==> src/rtl/alu_pkg.sv <==
`default_nettype none
// ============================================================================
// alu_pkg : opcode map, FSM state encoding and flag bit positions for alu_seq
// Rev 1.0
// ============================================================================
package alu_pkg;

  localparam logic [3:0] OP_ADD  = 4'b0000;
  localparam logic [3:0] OP_SUB  = 4'b0001;
  localparam logic [3:0] OP_AND  = 4'b0010;
  localparam logic [3:0] OP_OR   = 4'b0011;
  localparam logic [3:0] OP_XOR  = 4'b0100;
  localparam logic [3:0] OP_MUL  = 4'b0101;
  localparam logic [3:0] OP_DIVU = 4'b0110;
  localparam logic [3:0] OP_REMU = 4'b0111;
  localparam logic [3:0] OP_SLL  = 4'b1000;
  localparam logic [3:0] OP_ROL  = 4'b1001;
  localparam logic [3:0] OP_SRL  = 4'b1010;
  localparam logic [3:0] OP_SRA  = 4'b1011;

  localparam logic [1:0] ST_IDLE = 2'd0;
  localparam logic [1:0] ST_MUL  = 2'd1;
  localparam logic [1:0] ST_DIV  = 2'd2;
  localparam logic [1:0] ST_DONE = 2'd3;

  localparam int FLG_S = 3;
  localparam int FLG_Z = 2;
  localparam int FLG_C = 1;
  localparam int FLG_V = 0;

  function automatic logic is_iter_op(input logic [3:0] op);
    return (op == OP_MUL) || (op == OP_DIVU) || (op == OP_REMU);
  endfunction

endpackage
`default_nettype wire

==> src/rtl/alu_muldiv_iter.sv <==
`default_nettype none
// ============================================================================
// alu_muldiv_iter : WIDTH-cycle radix-2 shift-add multiplier / restoring divider
// Rev 1.0
// ============================================================================
module alu_muldiv_iter #(
  parameter int WIDTH = 16
) (
  input  logic             clk_i,
  input  logic             rst_ni,
  input  logic             start_i,
  input  logic             div_i,
  input  logic [WIDTH-1:0] a_i,
  input  logic [WIDTH-1:0] b_i,
  output logic             last_o,
  output logic [WIDTH-1:0] hi_o,
  output logic [WIDTH-1:0] lo_o,
  output logic             b_zero_o
);

  localparam int            CW       = (WIDTH > 1) ? $clog2(WIDTH) : 1;
  localparam logic [CW-1:0] LAST_CNT = CW'(WIDTH - 1);

  logic             busy_q;
  logic             div_q;
  logic [CW-1:0]    cnt_q;
  logic [WIDTH-1:0] hi_q;
  logic [WIDTH-1:0] lo_q;
  logic [WIDTH-1:0] opb_q;
  logic [WIDTH-1:0] hi_d;
  logic [WIDTH-1:0] lo_d;
  logic [WIDTH:0]   w_mul_sum;
  logic [WIDTH:0]   w_div_sh;
  logic [WIDTH:0]   w_div_diff;

  // hi:lo is the product accumulator for MUL and remainder:quotient for DIV
  assign w_mul_sum  = {1'b0, hi_q} + (lo_q[0] ? {1'b0, opb_q} : '0);
  assign w_div_sh   = {hi_q, lo_q[WIDTH-1]};
  assign w_div_diff = w_div_sh - {1'b0, opb_q};

  always_comb begin
    hi_d = w_mul_sum[WIDTH:1];
    lo_d = {w_mul_sum[0], lo_q[WIDTH-1:1]};
    if (div_q) begin
      if (w_div_diff[WIDTH]) begin
        hi_d = w_div_sh[WIDTH-1:0];
        lo_d = {lo_q[WIDTH-2:0], 1'b0};
      end else begin
        hi_d = w_div_diff[WIDTH-1:0];
        lo_d = {lo_q[WIDTH-2:0], 1'b1};
      end
    end
  end

  always_ff @(posedge clk_i or negedge rst_ni) begin
    if (!rst_ni) begin
      busy_q <= 1'b0;
      div_q  <= 1'b0;
      cnt_q  <= '0;
      hi_q   <= '0;
      lo_q   <= '0;
      opb_q  <= '0;
    end else if (start_i) begin
      busy_q <= 1'b1;
      div_q  <= div_i;
      cnt_q  <= '0;
      hi_q   <= '0;
      lo_q   <= a_i;
      opb_q  <= b_i;
    end else if (busy_q) begin
      hi_q  <= hi_d;
      lo_q  <= lo_d;
      cnt_q <= cnt_q + CW'(1);
      if (last_o) busy_q <= 1'b0;
    end
  end

  assign last_o   = busy_q && (cnt_q == LAST_CNT);
  assign hi_o     = hi_d;
  assign lo_o     = lo_d;
  assign b_zero_o = (opb_q == '0);

endmodule
`default_nettype wire

==> src/rtl/alu_seq.sv <==
`default_nettype none
// ============================================================================
// alu_seq : registered valid/ready ALU with iterative MUL/DIVU/REMU
// Rev 1.0
// ============================================================================
module alu_seq
  import alu_pkg::*;
#(
  parameter int WIDTH = 16,
  parameter int SHW   = $clog2(WIDTH)
) (
  input  logic             CLK,
  input  logic             N_RST,
  input  logic             IN_VALID,
  output logic             IN_READY,
  input  logic [WIDTH-1:0] DATA_A,
  input  logic [WIDTH-1:0] DATA_B,
  input  logic [3:0]       S_ALU,
  output logic             OUT_VALID,
  input  logic             OUT_READY,
  output logic [WIDTH-1:0] ALU_OUT,
  output logic [3:0]       FLAG_OUT
);

  localparam logic [SHW:0] W_AMT = (SHW + 1)'(WIDTH);

  logic [1:0]       state_q;
  logic [1:0]       state_d;
  logic             rem_q;
  logic [WIDTH-1:0] alu_out_q;
  logic [WIDTH-1:0] alu_out_d;
  logic [3:0]       flag_q;
  logic [3:0]       flag_d;

  logic             w_accept;
  logic             w_iter_op;
  logic             w_start;
  logic             w_eng_last;
  logic [WIDTH-1:0] w_eng_hi;
  logic [WIDTH-1:0] w_eng_lo;
  logic             w_eng_bz;

  logic [SHW-1:0]   w_shamt;
  logic [WIDTH:0]   w_add_ext;
  logic [WIDTH:0]   w_sub_ext;
  logic [WIDTH:0]   w_sll_ext;
  logic [WIDTH:0]   w_srl_ext;
  logic [WIDTH:0]   w_sra_ext;
  logic [WIDTH-1:0] w_rol_res;
  logic [WIDTH-1:0] w_sc_res;
  logic             w_sc_c;
  logic             w_sc_v;
  logic             w_load;
  logic [WIDTH-1:0] w_res_sel;
  logic             w_c_sel;
  logic             w_v_sel;
  logic [3:0]       w_flag_new;

  assign w_accept  = IN_VALID && (state_q == ST_IDLE);
  assign w_iter_op = is_iter_op(S_ALU);
  assign w_start   = w_accept && w_iter_op;

  alu_muldiv_iter #(
    .WIDTH (WIDTH)
  ) u_muldiv (
    .clk_i    (CLK),
    .rst_ni   (N_RST),
    .start_i  (w_start),
    .div_i    (S_ALU != OP_MUL),
    .a_i      (DATA_A),
    .b_i      (DATA_B),
    .last_o   (w_eng_last),
    .hi_o     (w_eng_hi),
    .lo_o     (w_eng_lo),
    .b_zero_o (w_eng_bz)
  );

  // Extended shifts keep the last bit shifted out in the extra position
  assign w_shamt   = DATA_B[SHW-1:0];
  assign w_add_ext = {1'b0, DATA_A} + {1'b0, DATA_B};
  assign w_sub_ext = {1'b0, DATA_A} - {1'b0, DATA_B};
  assign w_sll_ext = {1'b0, DATA_A} << w_shamt;
  assign w_srl_ext = {DATA_A, 1'b0} >> w_shamt;
  assign w_sra_ext = $signed({DATA_A, 1'b0}) >>> w_shamt;
  assign w_rol_res = (DATA_A << w_shamt) | (DATA_A >> (W_AMT - {1'b0, w_shamt}));

  always_comb begin
    w_sc_res = '0;
    w_sc_c   = 1'b0;
    w_sc_v   = 1'b0;
    case (S_ALU)
      OP_ADD: begin
        w_sc_res = w_add_ext[WIDTH-1:0];
        w_sc_c   = w_add_ext[WIDTH];
        w_sc_v   = (DATA_A[WIDTH-1] == DATA_B[WIDTH-1]) &&
                   (w_add_ext[WIDTH-1] != DATA_A[WIDTH-1]);
      end
      OP_SUB: begin
        w_sc_res = w_sub_ext[WIDTH-1:0];
        w_sc_c   = w_sub_ext[WIDTH];
        w_sc_v   = (DATA_A[WIDTH-1] != DATA_B[WIDTH-1]) &&
                   (w_sub_ext[WIDTH-1] != DATA_A[WIDTH-1]);
      end
      OP_AND: w_sc_res = DATA_A & DATA_B;
      OP_OR:  w_sc_res = DATA_A | DATA_B;
      OP_XOR: w_sc_res = DATA_A ^ DATA_B;
      OP_SLL: begin
        w_sc_res = w_sll_ext[WIDTH-1:0];
        w_sc_c   = w_sll_ext[WIDTH];
      end
      OP_ROL: begin
        w_sc_res = w_rol_res;
        w_sc_c   = w_sll_ext[WIDTH];
      end
      OP_SRL: begin
        w_sc_res = w_srl_ext[WIDTH:1];
        w_sc_c   = w_srl_ext[0];
      end
      OP_SRA: begin
        w_sc_res = w_sra_ext[WIDTH:1];
        w_sc_c   = w_sra_ext[0];
      end
      default: ;
    endcase
  end

  always_comb begin
    w_load    = 1'b0;
    w_res_sel = w_sc_res;
    w_c_sel   = w_sc_c;
    w_v_sel   = w_sc_v;
    case (state_q)
      ST_IDLE: w_load = w_accept && !w_iter_op;
      ST_MUL: begin
        w_load    = w_eng_last;
        w_res_sel = w_eng_lo;
        w_c_sel   = |w_eng_hi;
        w_v_sel   = 1'b0;
      end
      ST_DIV: begin
        w_load    = w_eng_last;
        w_res_sel = rem_q ? w_eng_hi : w_eng_lo;
        w_c_sel   = 1'b0;
        w_v_sel   = w_eng_bz;
      end
      default: ;
    endcase
    w_flag_new        = '0;
    w_flag_new[FLG_S] = w_res_sel[WIDTH-1];
    w_flag_new[FLG_Z] = (w_res_sel == '0);
    w_flag_new[FLG_C] = w_c_sel;
    w_flag_new[FLG_V] = w_v_sel;
    alu_out_d = w_load ? w_res_sel  : alu_out_q;
    flag_d    = w_load ? w_flag_new : flag_q;
  end

  always_ff @(posedge CLK or negedge N_RST) begin
    if (!N_RST) state_q <= ST_IDLE;
    else        state_q <= state_d;
  end

  always_comb begin
    state_d = state_q;
    case (state_q)
      ST_IDLE: begin
        if (w_accept) begin
          if (S_ALU == OP_MUL) state_d = ST_MUL;
          else if (w_iter_op)  state_d = ST_DIV;
          else                 state_d = ST_DONE;
        end
      end
      ST_MUL:  if (w_eng_last) state_d = ST_DONE;
      ST_DIV:  if (w_eng_last) state_d = ST_DONE;
      ST_DONE: if (OUT_READY)  state_d = ST_IDLE;
      default: state_d = ST_IDLE;
    endcase
  end

  always_comb begin
    IN_READY  = (state_q == ST_IDLE);
    OUT_VALID = (state_q == ST_DONE);
  end

  always_ff @(posedge CLK or negedge N_RST) begin
    if (!N_RST) begin
      alu_out_q <= '0;
      flag_q    <= '0;
      rem_q     <= 1'b0;
    end else begin
      alu_out_q <= alu_out_d;
      flag_q    <= flag_d;
      if (w_start) rem_q <= (S_ALU == OP_REMU);
    end
  end

  assign ALU_OUT  = alu_out_q;
  assign FLAG_OUT = flag_q;

endmodule
`default_nettype wire

==> config.mk <==
export PLATFORM = sky130hd
export DESIGN_NAME = alu_seq
export DESIGN_NICKNAME = d
export VERILOG_FILES = /design/src/rtl/alu_pkg.sv /design/src/rtl/alu_muldiv_iter.sv /design/src/rtl/alu_seq.sv
export SDC_FILE = /design/constraint.sdc
export NUM_CORES = 1
export LEC_CHECK = 0
export BUFFER_PORTS_ARGS = -buffer_cell sky130_fd_sc_hd__buf_2
export CORE_UTILIZATION = 55
export CTS_BUF_LIST = sky130_fd_sc_hd__clkbuf_4 sky130_fd_sc_hd__clkbuf_8
export CTS_CLUSTER_SIZE = 14
export DETAILED_ROUTE_END_ITERATION = 8
export GPL_ROUTABILITY_DRIVEN = 0
export PLACE_DENSITY = 0.71
export RECOVER_POWER = 50
export SLEW_MARGIN = 20
export SYNTH_ARGS = -nofsm -noshare
export SYNTH_HDL_FRONTEND = slang
export SYNTH_SLANG_ARGS = --single-unit
==> constraint.sdc <==
create_clock -name CLK -period 4.4 [get_ports CLK]
set_input_delay 0.88 -clock CLK [delete_from_list [all_inputs] [get_ports CLK]]
set_output_delay 0.88 -clock CLK [all_outputs]
set_load 0.01 [all_outputs]
# Word-level counts from Yosys, hierarchy flattened
# Cells that the tools add are included.
# op_classes
n_mux,28
n_addsub,6
bitwise_logic,4
shifts,5
n_eq_ne,23
n_reduce_logical,18
# ops
op,n
16-bit two-way mux,9
16-bit case mux with 9 select lines,1
16-bit zero test,2
16-bit OR,2
16-bit case mux with 2 select lines,1
"4-bit equality test, second input constant",5
16-bit by 16-bit adder with 17-bit output,1
16-bit by 17-bit adder with 17-bit output,1
16-bit by 4-bit left shift with 17-bit output,1
17-bit by 4-bit right shift with 17-bit output,1
17-bit by 4-bit >>> shifter with 17-bit output,1
16-bit by 16-bit subtractor with 17-bit output,1
17-bit by 16-bit subtractor with 17-bit output,1
16-bit AND,1
"4-bit by 3-bit equality test with 1-bit output, second input constant",4
16-bit OR reduction,1
16-bit by 4-bit left shift with 16-bit output,1
16-bit by 5-bit right shift with 16-bit output,1
16-bit XOR,1
"4-bit by 2-bit equality test with 1-bit output, second input constant",2
2-bit two-way mux,4
4-bit two-way mux,2
1-bit case mux with 2 select lines,4
1-bit logical AND,6
other kinds (19),30
# totals
wordCells,94
inputBits,40
reg_bits,77

# Logic depth before layout (Yosys ltp)
# depth
word_depth,7
ltp_mapped,18
depth_no_buf,15

# Cells and area by module
# From an unflattened synthesis, not the netlist that was laid out.
# hier_totals
cells_unflattened,1427
area_unflattened_um2,11165.7
# by_module_without_submodules
module,cells_each,area_per_inst_um2,seq_area_each_um2,instances
alu_seq,909,6742.7,550.5,1
alu_muldiv_iter,518,4423.0,1351.3,1

# Worst setup path before layout
# OpenSTA, ideal clock, no wires.
# synth_timing
path_kind,input to register
from,input DATA_B[0]
to,"register flag_q[2], in the netlist FLAG_OUT[2]"
slack_ns,-0.056
arrival_time_ns,4.374
required_ns,4.317
n_path_buf,6
setup_ns,0.083
cell_stages,17
cell_sequence,buf_2 > inv_1 > buf_2 > clkbuf_1 > ha_1 > clkbuf_1 > clkbuf_1 > clkbuf_1 > mux4_2 > mux2i_1 > o22ai_1 > o31ai_1 > o311a_1 > nand4_1 > nor4b_1 > nand4_1 > o22ai_1
# synth_via
elab_chain_len,6
elab_cells_between_ends,15
classes_between,3 x add/sub; 5 x shift; 2 x mux; 4 x bitwise; 1 x reduce/logical
# synth_lines
element,line,text
start: declaration,alu_seq.sv:17,"input logic [WIDTH-1:0] DATA_B,"
5-bit by 4-bit subtractor with 5-bit output,alu_seq.sv:85,"assign w_rol_res = (DATA_A << w_shamt) | (DATA_A >> (W_AMT - {1'b0, w_shamt}));"
16-bit by 5-bit right shift with 16-bit output,alu_seq.sv:85,
16-bit OR,alu_seq.sv:85,
16-bit case mux with 9 select lines *,alu_seq.sv:91,case (S_ALU)
16-bit case mux with 2 select lines *,alu_seq.sv:132,case (state_q)
16-bit zero test *,alu_seq.sv:150,w_flag_new[FLG_Z] = (w_res_sel == '0);
end signal: assignment,alu_seq.sv:191,flag_q <= flag_d;
end: declaration,alu_seq.sv:32,logic [3:0] flag_q;
# Mark *: on every way between the ends. The rest lies on a longest branch, timed or not.
# A chain may end at the register's enable or synchronous reset.

# Final worst setup path
# layout_timing
from,register u_muldiv.lo_q[0]
to,"register flag_q[2], in the netlist FLAG_OUT[2]"
# layout_via
elab_chain_len,6
elab_cells_between_ends,7
classes_between,1 x add/sub; 5 x mux; 1 x reduce/logical
# layout_lines
element,line,text
start: declaration,alu_muldiv_iter.sv:28,logic [WIDTH-1:0] lo_q;
start signal: assignment,alu_muldiv_iter.sv:68,lo_q <= a_i;
start signal: assignment,alu_muldiv_iter.sv:72,lo_q <= lo_d;
16-bit two-way mux,alu_muldiv_iter.sv:37,"assign w_mul_sum = {1'b0, hi_q} + (lo_q[0] ? {1'b0, opb_q} : '0);"
16-bit by 17-bit adder with 17-bit output,alu_muldiv_iter.sv:37,
16-bit two-way mux,alu_muldiv_iter.sv:44,if (div_q) begin
16-bit two-way mux,alu_seq.sv:142,w_res_sel = rem_q ? w_eng_hi : w_eng_lo;
16-bit case mux with 2 select lines *,alu_seq.sv:132,
16-bit zero test *,alu_seq.sv:150,
# Marked as above.

==> metrics.txt <==
Synth Warn #=0; EDFF count, synth=0; WL final=44.43 mm; Yosys top cell by area=dfrtp_1; Worst setup SP type=flop; DRT iter0 DRCs=1,849; Avg Cell Area, Syn=7.539 µm²; CTS root buffer=clkbuf_8; cells along the critical path=and2_1 -> ha_1 -> inv_1 -> fa_1 -> nor2b_1 -> o31a_1 -> buf_4 -> o21ai_0 -> xnor2_1 -> a211o_1 -> a41o_1 -> a2111oi_0 -> buf_4 -> nand3_1 -> nor4b_1 -> nand4_1 -> o22ai_1; Period minus WS final=4.167 ns; Initial Util=56.96%; io pins=62; critical path's largest stage delay=0.66 ns; clock power share=7.2%; number of post-CTS setup repair buffers=0; clock latency on the worst-skew pair=0.38 ns; Worst-Margin Slew=2.872 ns; Yosys cell types=83; fin crit share=94.70%; Mapped Cells=1,437; crit end category=flop; initial antenna violation count=3; Inserted Clock Buffers=9; commonest non-fill, non-tap cell in the layout=nor2_1; register share of total power=17.5%; max_cap viols=1; most frequent cells in the layout=165 x nor2_1, 124 x nand2_1, 111 x a21oi_1; violations in the final reports=capacitance limit, slew limit; Resize count post-CTS=0; htree depth=3; Port Buffer Count=61; TritonRoute pass-1 iters=6; vias=12,330; final net count=1,619; largest net degree at the start of global routing=52; RSZ-0062 raised after global routing=false; Peak VDD IR=0.0002949 V; Worst R2R Setup Slack=0.23 ns; Area Overhead vs Synth=9.956%; Max Fclk=240.0 MHz; WP data arrival=4.46 ns; Slowest-stage cell, CP=dfrtp_1; Via density=7.025; Setup WS pre-CTS=0.1387 ns; post-detail-place hpwl=33.89 mm; clk_skew=0.01450 ns; Critical Setup Path Class=reg2reg; clock input transition at the sequential cells of the worst setup and hold paths=0.09 ns; Fin. Hold Viols=0; worst hold slack=0.5105 ns; setup_tns=0 ns; Synth top area share=17.56%; Synth Net Count=1,569; Die Ht=142.3 µm; Total GRT Usage=44.45%; share of cells above drive strength 1=14.68%; Synth Flop Type=dfrtp_1; Synth async-reset ratio=100.0%; Slew Limit Fails=52; die area=0.02026 mm²; GR Overflow Total=0; sw frac=54.62%; Clock Sinks=76; Die X=142.3 µm; Core Rows=50; Clock Tree Buf Depth=2; Pint=3.862 mW; Final ANT Viol Nets=0; Gate power share=75.3%; register area share after synthesis=17.56%; top post-synthesis cells by area=dfrtp_1 18%, ha_1 10%, mux2i_1 5.8%; vias in the first global route=11,520; CP Buf/Inv Count=3; Worst EP required=4.69 ns; P_sw=4.648 mW; TritonCTS clock tree=done; P_leak=5.202 nW; Overall Power=8.510 mW; Worst Path Max Fanout=13; Hold Crit Class=reg2reg; Setup WS post-layout=0.2331 ns; Layout fillers=1,844; pwr dens=714.5 mW/mm²; status=finished, violations left; first-pass GRT wire length=67.16 mm; Residual DRC=0; area of the mapped netlist=0.01083 mm²; Rel. slew slack=-91.47%; fin area=0.01191 mm²; drt wl/cell=25.32 µm; hold buffer count at CTS=0; critical path's most frequent cell=buf_4; Worst path top cell family by delay=compound AO/OA/AOI/OAI gates; core area=0.01902 mm²; Cell Area, Placed=0.01170 mm²; Setup Viol. Count Final=0; number of synthesized register bits=76
final cells by class:
type / count / area, µm² / area share (%)
Clock buffer: 11 / 151.4 / 1.271
Antenna cell: 3 / 7.507 / 0.06303
Tap cell: 260 / 325.3 / 2.731
Timing Repair Buffer: 143 / 917.1 / 7.700
Clock inverter: 5 / 66.31 / 0.5567
Sequential cell: 76 / 1904 / 15.99
Multi-Input combinational cell: 1171 / 8217 / 68.98
Inverter: 86 / 322.8 / 2.710
power by group through the flow:
| stage | Clock, mW | Combinational, mW | Sequential, mW |
|---|---|---|---|
| after floorplan | 0 | 4.30 | 1.31 |
| after global placement | 0 | 6.05 | 1.47 |
| after detailed placement | 0 | 6.13 | 1.48 |
| final | 0.616 | 6.41 | 1.49 |
| after global routing | 0.637 | 6.84 | 1.52 |
| after CTS | 0.610 | 6.18 | 1.47 |
logic make-up (layout without fill, tap and decap cells):
kind of cell	after synthesis	in the layout	synth area share, %
AOI/OAI and AO/OA	456	456	28.16
xor gates and xnor gates	39	39	3.153
adders and majority gates	92	92	10.90
buffers and inverters	190	245	6.826
DFF	76	76	17.56
muxes	103	103	12.40
other	0	3	0
and+or+nand+nor	481	481	21.00
flip-flops by register name, indices dropped and copies added, names as in the netlist:
register         cells
ALU_OUT             16
u_muldiv.hi_q       16
u_muldiv.lo_q       16
u_muldiv.opb_q      16
u_muldiv.cnt_q       4
FLAG_OUT             3
state_q              2
rem_q                1
u_muldiv.busy_q      1
u_muldiv.div_q       1
cells in the mapped netlist, drive strengths merged, types with 16 or more instances:
master / count
nor3: 32
buf: 28
o22ai: 16
mux2: 17
ha: 88
inv: 84
o21ai: 97
clkbuf: 76
a21o: 18
dfrtp: 76
mux2i: 63
a21oi: 113
nand3: 34
a211oi: 27
o21a: 16
mux4: 23
xnor2: 25
nor2: 167
o211ai: 17
and2: 24
nand2: 124
final timing paths:
check,end,cells past startpoint,start
setup / recovery,FLAG_OUT[2],17,u_muldiv.lo_q[0]
hold / removal,ALU_OUT[1],1,ALU_OUT[1]
setup reg to reg,FLAG_OUT[2],17,u_muldiv.lo_q[0]
hold reg to reg,ALU_OUT[1],1,ALU_OUT[1]
max in group asynchronous,u_muldiv.div_q,2,N_RST
min in group asynchronous,u_muldiv.opb_q[8],1,N_RST
stage by stage:
step,instances,utilization [%]
after floorplan,1437,-
after global placement,1736,61.51
after detailed placement,1736,61.51
after CTS,1752,62.65
after global routing,1752,62.59
final,1755,62.63
per-layer routing:
| metal | up-vias | part of all wire (%) | GRT usage (%) |
|---|---|---|---|
| met5 | - | 0.027 | 0 |
| met4 | 2 | 8.9 | 32.14 |
| met3 | 303 | 13 | 13.63 |
| met2 | 973 | 42 | 67.16 |
| met1 | 5658 | 36 | 53.56 |
| li1 | 5392 | - | - |
Power figures use the tool's default switching activity.
